--- src/rtl/bram_stream_accessor.sv ---
`default_nettype none
//============================================================================
// Module   : bram_stream_accessor
// Streams N words from BRAM0 through a per-lane operation into BRAM1,
// one word per clock with a fixed two-clock read-to-write latency.
// Revision : 1.0
//============================================================================
module bram_stream_accessor #(
   parameter  int NUM_LANES = 4,
   parameter  int IN_W      = 8,
   parameter  int OUT_W     = 16,
   parameter  int AWIDTH    = 8,
   parameter  int CNT_BIT   = AWIDTH + 1,
   localparam int DWIDTH_1  = NUM_LANES * IN_W,
   localparam int DWIDTH_2  = NUM_LANES * OUT_W
) (
   input  logic                clk,
   input  logic                reset_n,
   input  logic                start_run_i,
   input  logic [CNT_BIT-1:0]  run_count_i,
   input  logic [1:0]          mode_i,
   input  logic [IN_W-1:0]     coef_i,
   input  logic [AWIDTH-1:0]   base_b0_i,
   input  logic [AWIDTH-1:0]   base_b1_i,
   output logic                idle_o,
   output logic                read_o,
   output logic                write_o,
   output logic                done_o,
   output logic [AWIDTH-1:0]   addr_b0_o,
   output logic                ce_b0_o,
   output logic                we_b0_o,
   output logic [DWIDTH_1-1:0] d_b0_o,
   input  logic [DWIDTH_1-1:0] q_b0_i,
   output logic [AWIDTH-1:0]   addr_b1_o,
   output logic                ce_b1_o,
   output logic                we_b1_o,
   output logic [DWIDTH_2-1:0] d_b1_o,
   input  logic [DWIDTH_2-1:0] q_b1_i
);

   localparam logic [2:0] S_IDLE   = 3'd0;
   localparam logic [2:0] S_RUN    = 3'd1;
   localparam logic [2:0] S_DRAIN1 = 3'd2;
   localparam logic [2:0] S_DRAIN2 = 3'd3;
   localparam logic [2:0] S_DONE   = 3'd4;
   localparam int         SUM_W    = OUT_W + 1;

   logic [2:0]          r_state;
   logic [CNT_BIT-1:0]  r_remaining;
   logic [1:0]          r_mode;
   logic [IN_W-1:0]     r_coef;
   logic [AWIDTH-1:0]   r_addr_b0;
   logic [AWIDTH-1:0]   r_addr_b1;
   logic                r_v1;
   logic                r_v2;
   logic [DWIDTH_2-1:0] r_result;
   logic [DWIDTH_2-1:0] r_acc;

   logic                w_accept;
   logic                w_run;
   logic                w_last_rd;
   logic                w_nonzero;
   logic [DWIDTH_2-1:0] w_res_next;
   logic [DWIDTH_2-1:0] w_acc_next;
   logic                w_unused;

   assign w_accept  = (r_state == S_IDLE) && start_run_i;
   assign w_nonzero = (run_count_i != '0);
   assign w_run     = (r_state == S_RUN);
   assign w_last_rd = w_run && (r_remaining == CNT_BIT'(1));
   assign w_unused  = ^q_b1_i;

   always_ff @(posedge clk or negedge reset_n) begin
      if (!reset_n) begin
         r_state     <= S_IDLE;
         r_remaining <= '0;
         r_mode      <= '0;
         r_coef      <= '0;
      end else begin
         case (r_state)
            S_IDLE: begin
               if (start_run_i) begin
                  r_state     <= w_nonzero ? S_RUN : S_DONE;
                  r_remaining <= run_count_i;
                  r_mode      <= mode_i;
                  r_coef      <= coef_i;
               end
            end
            S_RUN: begin
               r_remaining <= r_remaining - CNT_BIT'(1);
               if (w_last_rd) r_state <= S_DRAIN1;
            end
            S_DRAIN1: r_state <= S_DRAIN2;
            S_DRAIN2: r_state <= S_DONE;
            S_DONE:   r_state <= S_IDLE;
            default:  r_state <= S_IDLE;
         endcase
      end
   end

   // Addresses load only for real runs so they hold their last value otherwise.
   always_ff @(posedge clk or negedge reset_n) begin
      if (!reset_n) begin
         r_addr_b0 <= '0;
         r_addr_b1 <= '0;
      end else if (w_accept && w_nonzero) begin
         r_addr_b0 <= base_b0_i;
         r_addr_b1 <= base_b1_i;
      end else begin
         if (w_run && !w_last_rd) r_addr_b0 <= r_addr_b0 + AWIDTH'(1);
         if (r_v2 && r_v1)        r_addr_b1 <= r_addr_b1 + AWIDTH'(1);
      end
   end

   always_ff @(posedge clk or negedge reset_n) begin
      if (!reset_n) begin
         r_v1     <= 1'b0;
         r_v2     <= 1'b0;
         r_result <= '0;
         r_acc    <= '0;
      end else begin
         r_v1 <= w_run;
         r_v2 <= r_v1;
         if (r_v1) r_result <= w_res_next;
         if (w_accept)                      r_acc <= '0;
         else if (r_v1 && (r_mode == 2'd3)) r_acc <= w_acc_next;
      end
   end

   for (genvar i = 0; i < NUM_LANES; i++) begin : g_lane
      logic [IN_W-1:0]   w_x;
      logic [2*IN_W-1:0] w_sq;
      logic [2*IN_W-1:0] w_mul;
      logic [SUM_W-1:0]  w_sum;
      logic [OUT_W-1:0]  w_acc_lane;
      logic [OUT_W-1:0]  w_lane;

      assign w_x   = q_b0_i[i*IN_W +: IN_W];
      assign w_sq  = {{IN_W{1'b0}}, w_x} * {{IN_W{1'b0}}, w_x};
      assign w_mul = {{IN_W{1'b0}}, w_x} * {{IN_W{1'b0}}, r_coef};
      assign w_sum = {1'b0, r_acc[i*OUT_W +: OUT_W]} + SUM_W'(w_mul);
      // Carry out of the OUT_W-bit sum means the running total saturates.
      assign w_acc_lane = w_sum[OUT_W] ? {OUT_W{1'b1}} : w_sum[OUT_W-1:0];

      always_comb begin
         w_lane = '0;
         case (r_mode)
            2'd0:    w_lane = OUT_W'(w_x);
            2'd1:    w_lane = OUT_W'(w_sq);
            2'd2:    w_lane = OUT_W'(w_mul);
            default: w_lane = w_acc_lane;
         endcase
      end

      assign w_res_next[i*OUT_W +: OUT_W] = w_lane;
      assign w_acc_next[i*OUT_W +: OUT_W] = w_acc_lane;
   end

   assign idle_o    = (r_state == S_IDLE);
   assign read_o    = w_run;
   assign done_o    = (r_state == S_DONE);
   assign write_o   = r_v2;
   assign ce_b0_o   = w_run;
   assign we_b0_o   = 1'b0;
   assign d_b0_o    = '0;
   assign addr_b0_o = r_addr_b0;
   assign ce_b1_o   = r_v2;
   assign we_b1_o   = r_v2;
   assign addr_b1_o = r_addr_b1;
   assign d_b1_o    = r_result;

endmodule
`default_nettype wire

--- config.mk ---
export PLATFORM = sky130hd
export DESIGN_NAME = bram_stream_accessor
export DESIGN_NICKNAME = d
export VERILOG_FILES = /design/src/rtl/bram_stream_accessor.sv
export SDC_FILE = /design/constraint.sdc
export NUM_CORES = 1
export LEC_CHECK = 0
export CORE_UTILIZATION = 50
export CTS_BUF_LIST = sky130_fd_sc_hd__clkbuf_4 sky130_fd_sc_hd__clkbuf_8 sky130_fd_sc_hd__clkbuf_16
export CTS_CLUSTER_DIAMETER = 80
export DETAILED_ROUTE_END_ITERATION = 8
export GPL_TIMING_DRIVEN = 0
export MAX_ROUTING_LAYER = met4
export PLACE_DENSITY = 0.77
export RECOVER_POWER = 50
export SYNTH_ARGS = -nofsm -noshare
export SYNTH_HDL_FRONTEND = slang
export SYNTH_SLANG_ARGS = --single-unit
--- constraint.sdc ---
create_clock -name clk -period 7.9 [get_ports clk]
set_input_delay 1.58 -clock clk [delete_from_list [all_inputs] [get_ports clk]]
set_output_delay 1.58 -clock clk [all_outputs]
set_load 0.005 [all_outputs]
==> results of run 1 <==
[final timing paths]
path	cells after the start	slack [ps]	to
setup / recovery	24	140	d_b1_o[19]$_DFFE_PN0P_
hold / removal	1	480	d_b1_o[20]$_DFFE_PN0P_
setup reg to reg	23	300	d_b1_o[19]$_DFFE_PN0P_
hold reg to reg	1	480	d_b1_o[20]$_DFFE_PN0P_
max in group asynchronous	2	1260	d_b1_o[0]$_DFFE_PN0P_
min in group asynchronous	1	2370	addr_b0_o[5]$_DFFE_PN0P_
[cells by family (layout without fill, tap and decap cells)]
family,Yosys count,in the layout
AO/OA/AOI/OAI,640,640
XOR/XNOR,144,144
adder cells (fa/ha/maj),579,579
buffers and inverters,552,742
flip-flops,168,168
multiplexers,25,25
other,2,42
AND/OR/NAND/NOR,997,997
[cells in the final DEF, fill, tap and decap left out, types with 53 or more instances in the layout]
cell type        Yosys  routed
a211oi_1            53      53
a21oi_1            154     151
and2_1             275     275
clkbuf_1           122      93
clkdlybuf4s50_1      0      91
dfrtp_1            168     168
fa_1               248     248
ha_1               331     331
inv_1              383     383
nand2_1            234     233
nand3_1             57      57
nor2_1             197     196
nor3_1             102     100
o21ai_0            132     127
xnor2_1             90      90
xor2_1              54      53
[layer usage]
layer	part of all wire (%)	vias to the layer above	GRT usage [%]
met3	11	268	9.40
met5	0	-	-
met2	44	1202	52.0
met4	5.9	0	18.2
li1	-	10863	-
met1	40	11597	43.2
[through the flow]
stage | area (um^2) | worst slack, ps | util (%) | hold slack [ps] | TNS (ps)
CTS | 29600 | 3.06 | 57.2 | 495 | 0
floorplan | 26500 | 422 | - | 378 | 0
finish | 29600 | 136 | 57.2 | 482 | 0
global placement | 28800 | -2210 | 55.8 | 468 | -447100
detailed placement | 28900 | -1370 | 55.9 | 478 | -91210
global route | 29600 | -71.3 | 57.2 | 510 | -330
[registers in the layout, summed over array words and instances (netlist names)]
register,cells
addr_b1_o,8
r_state,3
r_acc,64
r_mode,2
ce_b1_o,1
r_coef,8
d_b1_o,64
r_remaining,9
addr_b0_o,8
r_v1,1
[what timing repair did]
action                                  4_1_cts  5_1_grt
hold endpoints to repair                      0        0
resized for setup                            65       68
pin swaps                                     2        3
buffers inserted                              2        1
endpoints found under the setup margin       94       88
[layout make-up]
class | instances | area share, %
clock inverter | 10 | 0.410
antenna | 7 | 0.0592
multi-input combinational | 2420 | 67.9
timing repair buffer | 159 | 5.27
buffer | 166 | 2.82
sequential | 168 | 14.2
tap | 680 | 2.87
clock buffer | 22 | 1.56
inverter | 385 | 4.88
==> flow_metrics.py, run 1 <==
metrics = {
    "cells_and_area": {
        "areaGrowthSynthToFinish_pct": 12.4,
        "stdcell_count": 4017,
        "drive_gt1_share_pct": 5.32,
        "seq_area_mm2": 0.00420,
        "nets": 4030,
        "multi_input_area_mm2": 0.0201,
        "fill_cells": 4775,
    },
    "worst_setup_path": {
        "crit_path_frequent_cell": "fa_1",
        "critPathBufInv": 4,
        "crit_required_ps": 8280,
        "crit_path_start": "q_b0_i[10]",
        "crit_chain": "clkbuf_2 -> clkbuf_2 -> and2_1 -> fa_1 -> fa_1 -> inv_1 -> fa_1 -> inv_1 -> fa_1 -> ha_1 -> o21a_1 -> a21oi_1 -> o21ai_1 -> a21oi_1 -> a211oi_1 -> xor2_1 -> ha_1 -> and3_1 -> a221o_1 -> a21oi_4 -> o21a_4 -> nand2_1 -> mux4_2 -> mux2_2",
        "cp_slowest_cell": "fa_1",
        "end_kind": "flop",
        "crit_fanout": 10,
        "cpLargestDelayFamily": "adder cells",
        "worstPathArrival_ps": 8150,
        "start_kind": "input pin",
        "critPathMaxStageDelay_ps": 520,
        "worstSetupPathType": "in2reg",
        "r2r_start": "r_coef[6]$_DFFE_PN0P_",
    },
    "synthesis": {
        "synth_top_area_share_pct": 18.9,
        "synth_xor_area_share_pct": 4.79,
        "synthSimpleGateAreaFrac_pct": 19.0,
        "muxShareOfSynthArea_pct": 1.12,
        "synth_top_family_by_area": "adder cells",
        "synthTopCellsByArea": "fa_1 19%, dfrtp_1 16%, ha_1 16%",
        "yosysWarnings": 0,
        "yosys_most_used_dff": "dfrtp_1",
        "synth-async-reset-ratio_pct": 100,
        "yosysTopAreaCell": "fa_1",
        "synth_area_per_cell_um2": 8.47,
        "synth_compound_area_share_pct": 16.1,
        "synthAdderAreaFrac_pct": 34.6,
        "ys_ff_latch": 168,
        "synth_seq_area_share_pct": 16.0,
        "synth_cell_types": 79,
        "yosysMostFrequentCell": "inv_1",
        "netlist_instances": 3107,
        "yosys-top-cells-count": "383 x inv_1, 331 x ha_1, 275 x and2_1",
        "synth.cell_area_mm2": 0.0263,
        "synth_edf_count": 0,
    },
    "placed_design": {
        "portBuffers": 154,
        "dpl.cell_count": 3976,
        "gp_congestion": 1.03,
        "dp_hpwl_um": 68900,
    },
    "cts": {
        "clockRootBuffer": "clkbuf_16",
        "ctsHtreeMaxLevel": 4,
        "cts_hold_buf": 0,
        "path_clk_slew_ps": 80,
        "numClockSinks": 168,
        "clk_path_buf_depth": 2,
        "cts_tree": "yes",
        "clock_latency_ps": 500,
        "numCtsBuffers": 17,
    },
    "detailed_routing": {
        "drc_errors": 0,
        "totalWireLength_um": 89600,
        "ant_nets": 0,
        "drt_iter0_markers": 2367,
        "drtPass1Iterations": 6,
        "routed_via_density": 5.96,
        "dr_total_vias": 23930,
        "wl_per_cell_um": 22.3,
    },
    "status": {
        "violations": "max-capacitance violations, max-slew violations",
        "status": "finished, violations left",
    },
    "floorplanning": {
        "floorplan.io_pins": 254,
        "start_util_pct": 50.9,
        "die_h_um": 231,
        "rows": 83,
        "coreArea_mm2": 0.0517,
        "dieArea_mm2": 0.0536,
        "die_w_um": 231,
    },
    "timing": {
        "finalSetupViolCount": 0,
        "min_period_over_period_pct": 98.3,
        "relSlewSlack_pct": -150,
        "slew_violations": 171,
        "worst_slew_pin_slew_ps": 3750,
        "skew_ps": 15.7,
        "period_minus_slack_ps": 7760,
        "fmax_ghz": 0.129,
        "hold_viol": 0,
    },
    "run": {
        "maxCapViolations": 2,
    },
    "grt": {
        "grt_util_all_layers_pct": 34.9,
        "antenna_found_initial": 6,
        "grt_max_degree": 107,
        "grt-ovfl-total": 0,
        "grt_pass1_wl_um": 136000,
        "first_global_vias": 23358,
    },
    "hold_path": {
        "worstHoldStart": "d_b1_o[20]$_DFFE_PN0P_",
        "hp-class": "reg2reg",
    },
}
Power of run 1 is left out: the tool's default activity adds up to more than one toggle a clock period on the data nets, which glitch-free logic cannot reach.
==> run 2: changes to the inputs <==
--- a/config.mk
+++ b/config.mk
@@ -11,7 +11,7 @@
 export DETAILED_ROUTE_END_ITERATION = 8
 export GPL_TIMING_DRIVEN = 0
 export MAX_ROUTING_LAYER = met4
-export PLACE_DENSITY = 0.77
+export PLACE_DENSITY_LB_ADDON = 0.15
 export RECOVER_POWER = 50
 export SYNTH_ARGS = -nofsm -noshare
 export SYNTH_HDL_FRONTEND = slang
==> run 2 against run 1 <==
The run still ends with max-capacitance violations, max-slew violations left. Count of clock-buffer cells in the layout is 5 lower. Design area is 0.53% higher. Largest cell class unchanged. Wire length is 9.1% higher. Setup slack better by 17 ps. Critical path type unchanged.
==> flow_metrics.py, run 2 (synthesis gave the netlist of run 1 again) <==
metrics = {
    "timing": {
        "min_period_over_period_pct": 98.1,
        "worst_slew_pin_slew_ps": 5640,
        "period_minus_slack_ps": 7750,
        "fmax_ghz": 0.129,
        "skew_ps": 15.4,
        "finalSetupViolCount": 0,
        "final.setup.tns_ps": 0,
        "hold_viol": 0,
        "slew_violations": 103,
        "fin_hold_ws_ps": 485,
        "relSlewSlack_pct": -276,
    },
    "cells_and_area": {
        "post-route-util_pct": 57.5,
        "drive_gt1_share_pct": 6.02,
        "nets": 4041,
        "layout_commonest_cell": "inv_1",
        "areaGrowthSynthToFinish_pct": 13.0,
        "mostFrequentLayoutCells": "383 x inv_1, 330 x ha_1, 275 x and2_1",
    },
    "worst_setup_path": {
        "worstPathArrival_ps": 8060,
        "end_kind": "flop",
        "cp-endpoint": "d_b1_o[56]$_DFFE_PN0P_",
        "r2r_cells": 22,
        "critPathMaxStageDelay_ps": 530,
        "crit_chain": "clkdlybuf4s15_2 -> buf_4 -> and2_1 -> fa_1 -> fa_1 -> fa_1 -> inv_1 -> fa_1 -> inv_1 -> ha_1 -> or3_1 -> a21oi_2 -> o21ai_0 -> a2111oi_2 -> nor3_1 -> or2_2 -> ha_1 -> and3_1 -> and3_1 -> o211ai_1 -> buf_4 -> nand2_2 -> o31ai_2 -> a31oi_1",
        "reg2reg_to": "d_b1_o[19]$_DFFE_PN0P_",
        "cp_slowest_cell": "fa_1",
        "reg2reg_setup_slack_ps": 220,
        "crit_fanout": 10,
        "cpLargestDelayFamily": "adder cells",
        "crit_path_start": "q_b0_i[26]",
        "start_kind": "input pin",
        "worst-path-stages": 24,
        "critPathBufInv": 5,
        "crit_required_ps": 8210,
        "worstSetupPathType": "in2reg",
        "r2r_start": "r_coef[3]$_DFFE_PN0P_",
        "crit_path_frequent_cell": "fa_1",
    },
    "detailed_routing": {
        "totalWireLength_um": 97800,
        "routed_via_density": 5.95,
        "drtPass1Iterations": 5,
        "drt_iter0_markers": 2166,
        "dr_total_vias": 23946,
        "drc_errors": 0,
        "wl_per_cell_um": 24.3,
        "ant_nets": 0,
    },
    "cts": {
        "numCtsBuffers": 17,
        "clk_path_buf_depth": 2,
        "clock_latency_ps": 510,
        "clockRootBuffer": "clkbuf_16",
        "path_clk_slew_ps": 70,
        "ctsHtreeMaxLevel": 4,
        "cts_tree": "yes",
        "numClockSinks": 168,
    },
    "status": {
        "violations": "max-capacitance violations, max-slew violations",
        "status": "finished, violations left",
    },
    "grt": {
        "grt_max_degree": 93,
        "antenna_found_initial": 5,
        "grt_util_all_layers_pct": 38.2,
        "grt_pass1_wl_um": 147000,
        "grt-ovfl-total": 0,
        "first_global_vias": 23712,
    },
    "placed_design": {
        "dp_hpwl_um": 74700,
        "gp_congestion": 0.991,
        "portBuffers": 154,
    },
    "floorplanning": {
        "coreArea_mm2": 0.0517,
        "rows": 83,
        "floorplan.io_pins": 254,
        "die_w_um": 231,
        "dieArea_mm2": 0.0536,
        "die_h_um": 231,
        "start_util_pct": 50.9,
    },
    "hold_path": {
        "hp-class": "reg2reg",
    },
    "run": {
        "maxCapViolations": 2,
    },
}
-- run 2: per-stage QoR --
step	setup WS (ps)	instance area (um^2)	std cells
after floorplan	422	26500	3140
after global placement	-2290	28800	3974
after detailed placement	-1360	28900	3978
after CTS	3.42	29600	4012
after global routing	-54.7	29700	4021
final	152	29800	4026
-- run 2: area by class of cell --
type,count,area (um^2)
flip-flops and latches,168,4200
well taps,680,851
plain buffers,166,851
clock buffers,17,425
inverters,385,1450
multi-input cells,2421,20200
diodes,5,12.5
repair buffers,169,1660
fillers,4844,22000
clock inverters,15,151
-- run 2: what timing repair did --
action / in CTS / in global routing
gates resized for setup: 69 / 90
setup endpoints to repair: 90 / 96
gates cloned: 0 / 1
pin swaps: 1 / 8
hold buffers: 0 / 0
buffers inserted: 2 / 9
-- run 2: how the worst min path moves through the flow --
stage	depth (start not counted)	from	slack, ps	endpoint
6_report	1	d_b1_o[20]$_DFFE_PN0P_	480	d_b1_o[20]$_DFFE_PN0P_
5_1_grt	1	d_b1_o[20]$_DFFE_PN0P_	500	d_b1_o[20]$_DFFE_PN0P_
4_1_cts	1	d_b1_o[20]$_DFFE_PN0P_	490	d_b1_o[20]$_DFFE_PN0P_
3_5_place_dp	1	d_b1_o[20]$_DFFE_PN0P_	470	d_b1_o[20]$_DFFE_PN0P_
3_3_place_gp	1	d_b1_o[20]$_DFFE_PN0P_	470	d_b1_o[20]$_DFFE_PN0P_
2_1_floorplan	0	r_v1$_DFF_PN0_	380	ce_b1_o$_DFF_PN0_
-- run 2: layer usage --
| metal | share of wire [%] | wire length, um | GRT usage, % |
|---|---|---|---|
| met2 | 45 | 43700 | 57.7 |
| met1 | 43 | 41700 | 49.8 |
| met5 | 0 | 0 | - |
| met4 | 3.6 | 3510 | 13.4 |
| met3 | 9.1 | 8920 | 8.93 |
-- run 2: worst reg2reg max path, cell delays in order, from the launching register on --
cell,delay [ps]
dfrtp_1,520
clkdlybuf4s15_1,870
and2_1,440
fa_1,500
fa_1,500
fa_1,480
inv_1,50
fa_1,470
inv_1,40
ha_1,330
nor3_1,230
nor2_1,90
and3_1,190
nor3_1,220
xnor2_1,220
ha_2,390
a21o_1,200
a221o_1,410
a21oi_4,250
o21a_4,250
nand2_1,140
mux4_2,510
mux2_2,270
Power of run 2 is left out for the same reason.
